$ cat src/rtl/config_chain_readback.sv
// config_chain_readback: non-destructive LSB-first word readback of a recirculating configuration chain
module config_chain_readback #(
   parameter int CHAIN_LEN = 64,
   parameter int WORD_W = 8
) (
   input  logic              prog_clk,
   input  logic              pReset,
   input  logic              start,
   input  logic              ccff_tail,
   output logic              ccff_head,
   output logic              ccff_shift_en,
   output logic [WORD_W-1:0] rd_data,
   output logic              rd_valid,
   input  logic              rd_ready,
   output logic              busy,
   output logic              done
);
   localparam int CW = $clog2(CHAIN_LEN + 1);
   localparam int KW = $clog2(WORD_W + 1);
   localparam logic [CW-1:0] LAST = CW'(CHAIN_LEN - 1);
   localparam logic [CW-1:0] FULL = CW'(CHAIN_LEN);
   localparam logic [KW-1:0] WLAST = KW'(WORD_W - 1);
   typedef enum logic [1:0] {IDLE, SHIFT, HOLD, DONE} state_t;
   state_t state;
   logic [CW-1:0] cnt;
   logic [KW-1:0] k;
   logic [WORD_W-1:0] wbuf;
   logic last, fin;
   assign ccff_head = ccff_tail;
   assign rd_data = wbuf;
   assign last = k == WLAST || cnt == LAST;
   assign fin = cnt == FULL;
   always_ff @(posedge prog_clk)
      if (pReset) begin
         state <= IDLE;
         cnt <= '0;
         k <= '0;
         wbuf <= '0;
         ccff_shift_en <= 1'b0;
         rd_valid <= 1'b0;
         busy <= 1'b0;
         done <= 1'b0;
      end else
         case (state)
            IDLE: if (start) begin
               state <= SHIFT;
               cnt <= '0;
               k <= '0;
               wbuf <= '0;
               busy <= 1'b1;
               ccff_shift_en <= 1'b1;
            end
            SHIFT: begin
               wbuf <= wbuf | (WORD_W'(ccff_tail) << k);
               cnt <= cnt + 1'b1;
               k <= last ? '0 : k + 1'b1;
               state <= last ? HOLD : SHIFT;
               ccff_shift_en <= !last;
               rd_valid <= last;
            end
            HOLD: if (rd_ready) begin
               wbuf <= '0;
               rd_valid <= 1'b0;
               state <= fin ? DONE : SHIFT;
               done <= fin;
               ccff_shift_en <= !fin;
            end
            DONE: begin
               state <= IDLE;
               done <= 1'b0;
               busy <= 1'b0;
            end
         endcase
endmodule
$ cat config.mk
export PLATFORM = sky130hd
export DESIGN_NAME = config_chain_readback
export DESIGN_NICKNAME = d
export VERILOG_FILES = /design/src/rtl/config_chain_readback.sv
export SDC_FILE = /design/constraint.sdc
export NUM_CORES = 1
export LEC_CHECK = 0
export BUFFER_PORTS_ARGS = -buffer_cell sky130_fd_sc_hd__buf_2
export CORE_ASPECT_RATIO = 0.5
export CORE_UTILIZATION = 50
export CTS_CLUSTER_DIAMETER = 150
export DETAILED_ROUTE_END_ITERATION = 7
export PLACE_DENSITY = 0.78
export SYNTH_ARGS = -nofsm -noshare
export SYNTH_HDL_FRONTEND = slang
export SYNTH_SLANG_ARGS = --single-unit
$ cat constraint.sdc
create_clock -name prog_clk -period 1.7 [get_ports prog_clk]
set_clock_uncertainty 0.15 [all_clocks]
set_input_delay 0.085 -clock prog_clk [delete_from_list [all_inputs] [get_ports prog_clk]]
set_output_delay 0.085 -clock prog_clk [all_outputs]
set_load 0.05 [all_outputs]
# Yosys cells after proc, flatten, opt, wreduce, memory -nomap -nowiden
# Index checks and enable logic that the tools add are counted.
dict set report op_classes {
  addsub 2
  n_eq_ne 8
  shift 1
  muxes 21
  bitwise_logic 1
  n_reduce_logical 15
}
# cell count
set ops {}
lappend ops {{$pmux 8 s3} 1}
lappend ops {{$mux 8} 2}
lappend ops {{$pmux 7 s2} 1}
lappend ops {{$reduce_and 2->1} 5}
lappend ops {{$mux 2} 4}
lappend ops {{$mux 4} 2}
lappend ops {{$or 8x8->8} 1}
lappend ops {{$pmux 2 s4} 1}
lappend ops {{$pmux 4 s2} 1}
lappend ops {{$reduce_bool 2->1} 4}
lappend ops {{$shl 1x4->8} 1}
lappend ops {{$add 7x1->7 const B} 1}
lappend ops {{$eq 7x6->1 const B} 1}
lappend ops {{$eq 7x7->1 const B} 1}
lappend ops {{$mux 7} 1}
lappend ops {{$pmux 1 s2} 3}
lappend ops {{$add 4x1->4 const B} 1}
lappend ops {{$eq 2x2->1 const B} 2}
lappend ops {{$eq 4x3->1 const B} 1}
lappend ops {{$mux 1} 4}
lappend ops {{$ne 2x2->1 const B} 2}
lappend ops {{$pmux 1 s3} 1}
lappend ops {{$reduce_and 3->1} 1}
lappend ops {{$reduce_bool 3->1} 1}
lappend ops {{other kinds (4)} 5}
dict set report word_totals {
  ff_bits 25
  inputBits 5
  output_inout_bits 13
  wordCells 56
}

# Longest topological paths before layout
dict set report depth {
  ltp_word 4
  mapped_depth 7
}

# Worst setup path before layout
# Ideal clock, no wire load.
dict set report synth_path {
  path_type {reg-to-reg}
  from {register state[0]}
  to {register wbuf[0], in the netlist rd_data[0]}
  setup_time_ns 0.128
  arrival_ns 1.535
  required_ns 1.422
  path_slack_ns -0.114
  path_stages_with_launch 8
  path_cell_list {dfxtp_1 inv_1 ha_1 nor2b_1 buf_6 or2_4 o31ai_4 nor2_1}
}
dict set report synth_via {
  elab_chain_cells 3
  elab_cells_between_ends 8
  cone_classes {eq/ne: 4; mux: 1; reduce/logical: 3}
}
# item line
set synth_lines {}
lappend synth_lines {{from (decl)} 24} ;# state_t state;
lappend synth_lines {{from (signal assigned)} 57} ;# state <= last ? HOLD : SHIFT;
lappend synth_lines {{from (signal assigned)} 64} ;# state <= fin ? DONE : SHIFT;
lappend synth_lines {{$eq 2x2->1 (tied with other cells)} 44} ;# case (state)
lappend synth_lines {{$ne 2x2->1 (no line) or $reduce_bool 3->1 (tied branches)} --}
lappend synth_lines {{$reduce_and 3->1 (no line)} --}
lappend synth_lines {{to (signal assigned)} 54} ;# wbuf <= wbuf | (WORD_W'(ccff_tail) << k);
lappend synth_lines {{to (decl)} 27} ;# logic [WORD_W-1:0] wbuf;
# Several ways; a longest one is shown, not always the timed one.
# A chain may end at the register's enable or synchronous reset.

# Worst setup path after layout
dict set report layout_path {
  from {register state[1]}
  to {register state[0]}
}
dict set report layout_via {
  elab_chain_cells 3
  elab_cells_between_ends 8
  cone_classes {eq/ne: 5; mux: 1; reduce/logical: 2}
}
# item line
set layout_lines {}
lappend layout_lines {{$eq 2x2->1 or $logic_not 2->1 (tied branches)} 44}
lappend layout_lines {{$ne 2x2->1 (no line)} --}
lappend layout_lines {{$reduce_and 2->1 (no line)} --}
# Several ways; a longest one is shown, not always the timed one.

==> metrics.cfg <==
[min_path]
hold_path_depth = 2
whs_endpoint = done
min_from = done
hold_class = reg2reg

[finish]
antenna_cells = 0
stdcell_area_mm2 = 0.00181
area_growth_pct = 37.2
nets = 209
drive_above_1_share_pct = 36.4

[synthesis]
syn_area_mm2 = 0.00132
yosysWarnings = 0
yosys.area.top_type = dfxtp_1
yosys.area.top_type_share_pct = 37.9
avgSynthCellArea_um2 = 8.92
synth_cell_types = 46
synth-seq-area-share_pct = 37.9
syn_nets = 161
synthFlopType = dfxtp_1
ys_ff_latch = 25
netlist_instances = 148
synth.area.top_cells = dfxtp_1 (38%), ha_1 (7.6%), nor2_1 (5.7%)
synthArstFlopShare_pct = 0
synth_edf_count = 0

[detailed_routing]
drt-wirelength-per-cell_um = 15.1
routed_via_density = 5.68
drtPass1Iterations = 4
dr.first_iter.drc_count = 85
finalWirelength_um = 3480
route.detailed.drc = 0
postRouteAntennaNets = 0
routed-via-count = 1307

[timing]
hold_violations = 0
drv_slew = 0
tightest_slew_ns = 0.374
finalSetupViolCount = 7
rsz0062_at_grt = yes
fmax_mhz = 564
period_needed_ns = 1.77
slew-limit-headroom_pct = 74.8
worst_slack_ns = -0.0723
fin_crit_sh_pct = 104

[critical_path]
critPathKind = reg2reg
worstPathMaxFanout = 5
worstPathArrival_ns = 1.83
r2r_start = state[1]
start_kind = flip-flop
path_cells = inv_2 -> ha_4 -> and2b_4 -> or2_4 -> buf_4 -> nor3_2 -> o21a_1
crit_required_ns = 1.76
reg2reg_setup_slack_ns = -0.07
max_stage_delay_ns = 0.36
cp_slowest_cell = dfxtp_4
worst_r2r_endpoint = state[0]
crit_path_end_kind = flip-flop
r2r_cells = 7

[power_and_ir_drop]
power_mw = 1.40
powerDensity_mw_per_mm2 = 773
leakagePower_nw = 0.733
vdd_drop_max_v = 0.000386

[clock_network]
cts_tree = yes
cts_sinks = 25
worstSkewPairLatency_ns = 0.27
clock_path_buffers = 2
cts_buffers = 3
path_clk_slew_ns = 0.08
cts_root_buf = clkbuf_8
ctsHtreeMaxLevel = 1

[grt]
grt_util_met2_pct = 44.6
grt_pass1_vias = 1130
antenna_found_initial = 0
grt_util_met3_pct = 7.37
met1_usage_pct = 32.3
grt_start_max_net_pins = 15
grt_pass1_wl_um = 5310
track_usage_pct = 26.1
grt-ovfl-total = 0
top_usage_layer = met2

[placed_design]
globalplace.congestion = 0.848
dpl_cell_area_mm2 = 0.00164
io_buffers = 17
hpwl_um = 2240

[die]
core-area_mm2 = 0.00236
start_util_pct = 56.0
num_io_pins = 18
die_x_um = 74.7
die-area_mm2 = 0.00286
fp.dieH_um = 38.3
rows = 12

[flow_run]
drv_cap = 0

[outcome]
violations = setup timing
status = finished with violations

-- where the power goes --
group / switching [mW] / internal (mW) / leakage (nW)
logic: 0.237 / 0.196 / 0.504
registers: 0.0133 / 0.604 / 0.204
clock network: 0.184 / 0.164 / 0.0255
-- worst max-delay path, delay by kind of cell (launching register included) --
family | cells | cell delay (ns)
AND/OR/NAND/NOR | 3 | 0.63
adder cells (fa/ha/maj) | 1 | 0.18
AO/OA/AOI/OAI | 1 | 0.17
flip-flops | 1 | 0.36
buffers and inverters | 2 | 0.22
-- layout by cell type, fill, tap and decap left out, types with 2 or more instances in the layout --
cell type	synthesis	routed
nor3_2	0	3
o21ai_0	7	7
nand3b_1	3	3
dlygate4sd3_1	0	4
nand2_1	8	8
xor2_1	3	3
buf_4	1	25
nor4_1	2	2
and3b_1	2	2
dfxtp_1	25	23
inv_1	6	4
nand3_1	8	8
ha_1	8	4
nor3b_1	2	2
clkbuf_8	0	3
nor2_1	20	20
ha_4	0	3
a21oi_1	14	14
o21a_1	2	2
nand4b_1	2	2
nand4_1	2	2
dfxtp_4	0	2
buf_2	1	17
buf_6	1	2
a41oi_1	2	2
-- synth_stat cells, drive strengths merged, types with 2 or more instances --
master  count
and3b       2
nand4b      2
ha          8
clkbuf      2
nor3        3
nor2       20
nor3b       2
nand2       8
xor2        3
nand4       2
o21a        2
nor4        4
nand3       9
a21oi      14
nand3b      3
o21ai       8
a41oi       2
buf         4
dfxtp      25
inv         6
-- per-layer routing --
layer  vias up  part of all wire (%)
li1        630                     -
met1       603                    44
met2        58                    45
met3        16                   8.0
met4         0                   2.2
met5         -                     0
-- worst max path at each step --
stage	start	cells after the start	to
global route	state[1]	5	k[3]
CTS	state[1]	6	rd_data[3]
detailed placement	state[1]	6	rd_data[2]
global placement	state[1]	7	cnt[5]
floorplan	state[0]	7	rd_data[0]
finish	state[1]	7	state[0]
-- what timing repair did --
action,CTS,global route
setup buffers,4,0
setup endpoints to repair,17,16
pin swaps,5,4
hold endpoints to repair,4,0
gates resized for setup,7,5
hold buffers,4,0
-- state kept, by name (all words and copies together), names as in the netlist --
register / flops
rd_data: 8
cnt: 7
k: 4
state: 2
busy: 1
ccff_shift_en: 1
done: 1
rd_valid: 1
-- layout make-up --
class                           instances  area [um2]
Multi-Input combinational cell        111         832
Fill cell                             156         547
Sequential cell                        25         508
Timing Repair Buffer                   49         355
Tap cell                               35        43.8
Clock buffer                            3        41.3
Inverter                                6        25.0
Clock inverter                          1        5.00
-- cell families (layout without fill, tap and decap cells) --
| logic type | count (synthesis) | in the layout | share of synthesized area, % |
|---|---|---|---|
| XOR/XNOR | 4 | 4 | 2.65 |
| multiplexers | 2 | 2 | 1.61 |
| adder cells (fa/ha/maj) | 8 | 8 | 7.58 |
| AND/OR/NAND/NOR | 63 | 63 | 28.7 |
| buffers and inverters | 12 | 59 | 4.36 |
| flip-flops | 25 | 25 | 37.9 |
| AO/OA/AOI/OAI | 34 | 34 | 17.2 |
-- stage by stage --
stage	hold slack, ns	TNS (ns)	utilization [%]	std cells	worst slack [ns]
4_1_cts	0.330	-0.00169	75.9	230	-0.00169
5_1_grt	0.350	-0.856	76.8	230	-0.0882
3_5_place_dp	0.260	-0.820	69.7	218	-0.0907
6_report	0.330	-0.163	76.8	230	-0.0723
3_3_place_gp	0.247	-0.376	69.7	218	-0.0429
2_1_floorplan	0.0953	-0.0602	-	148	-0.00753
Power figures use the tool's default switching activity.
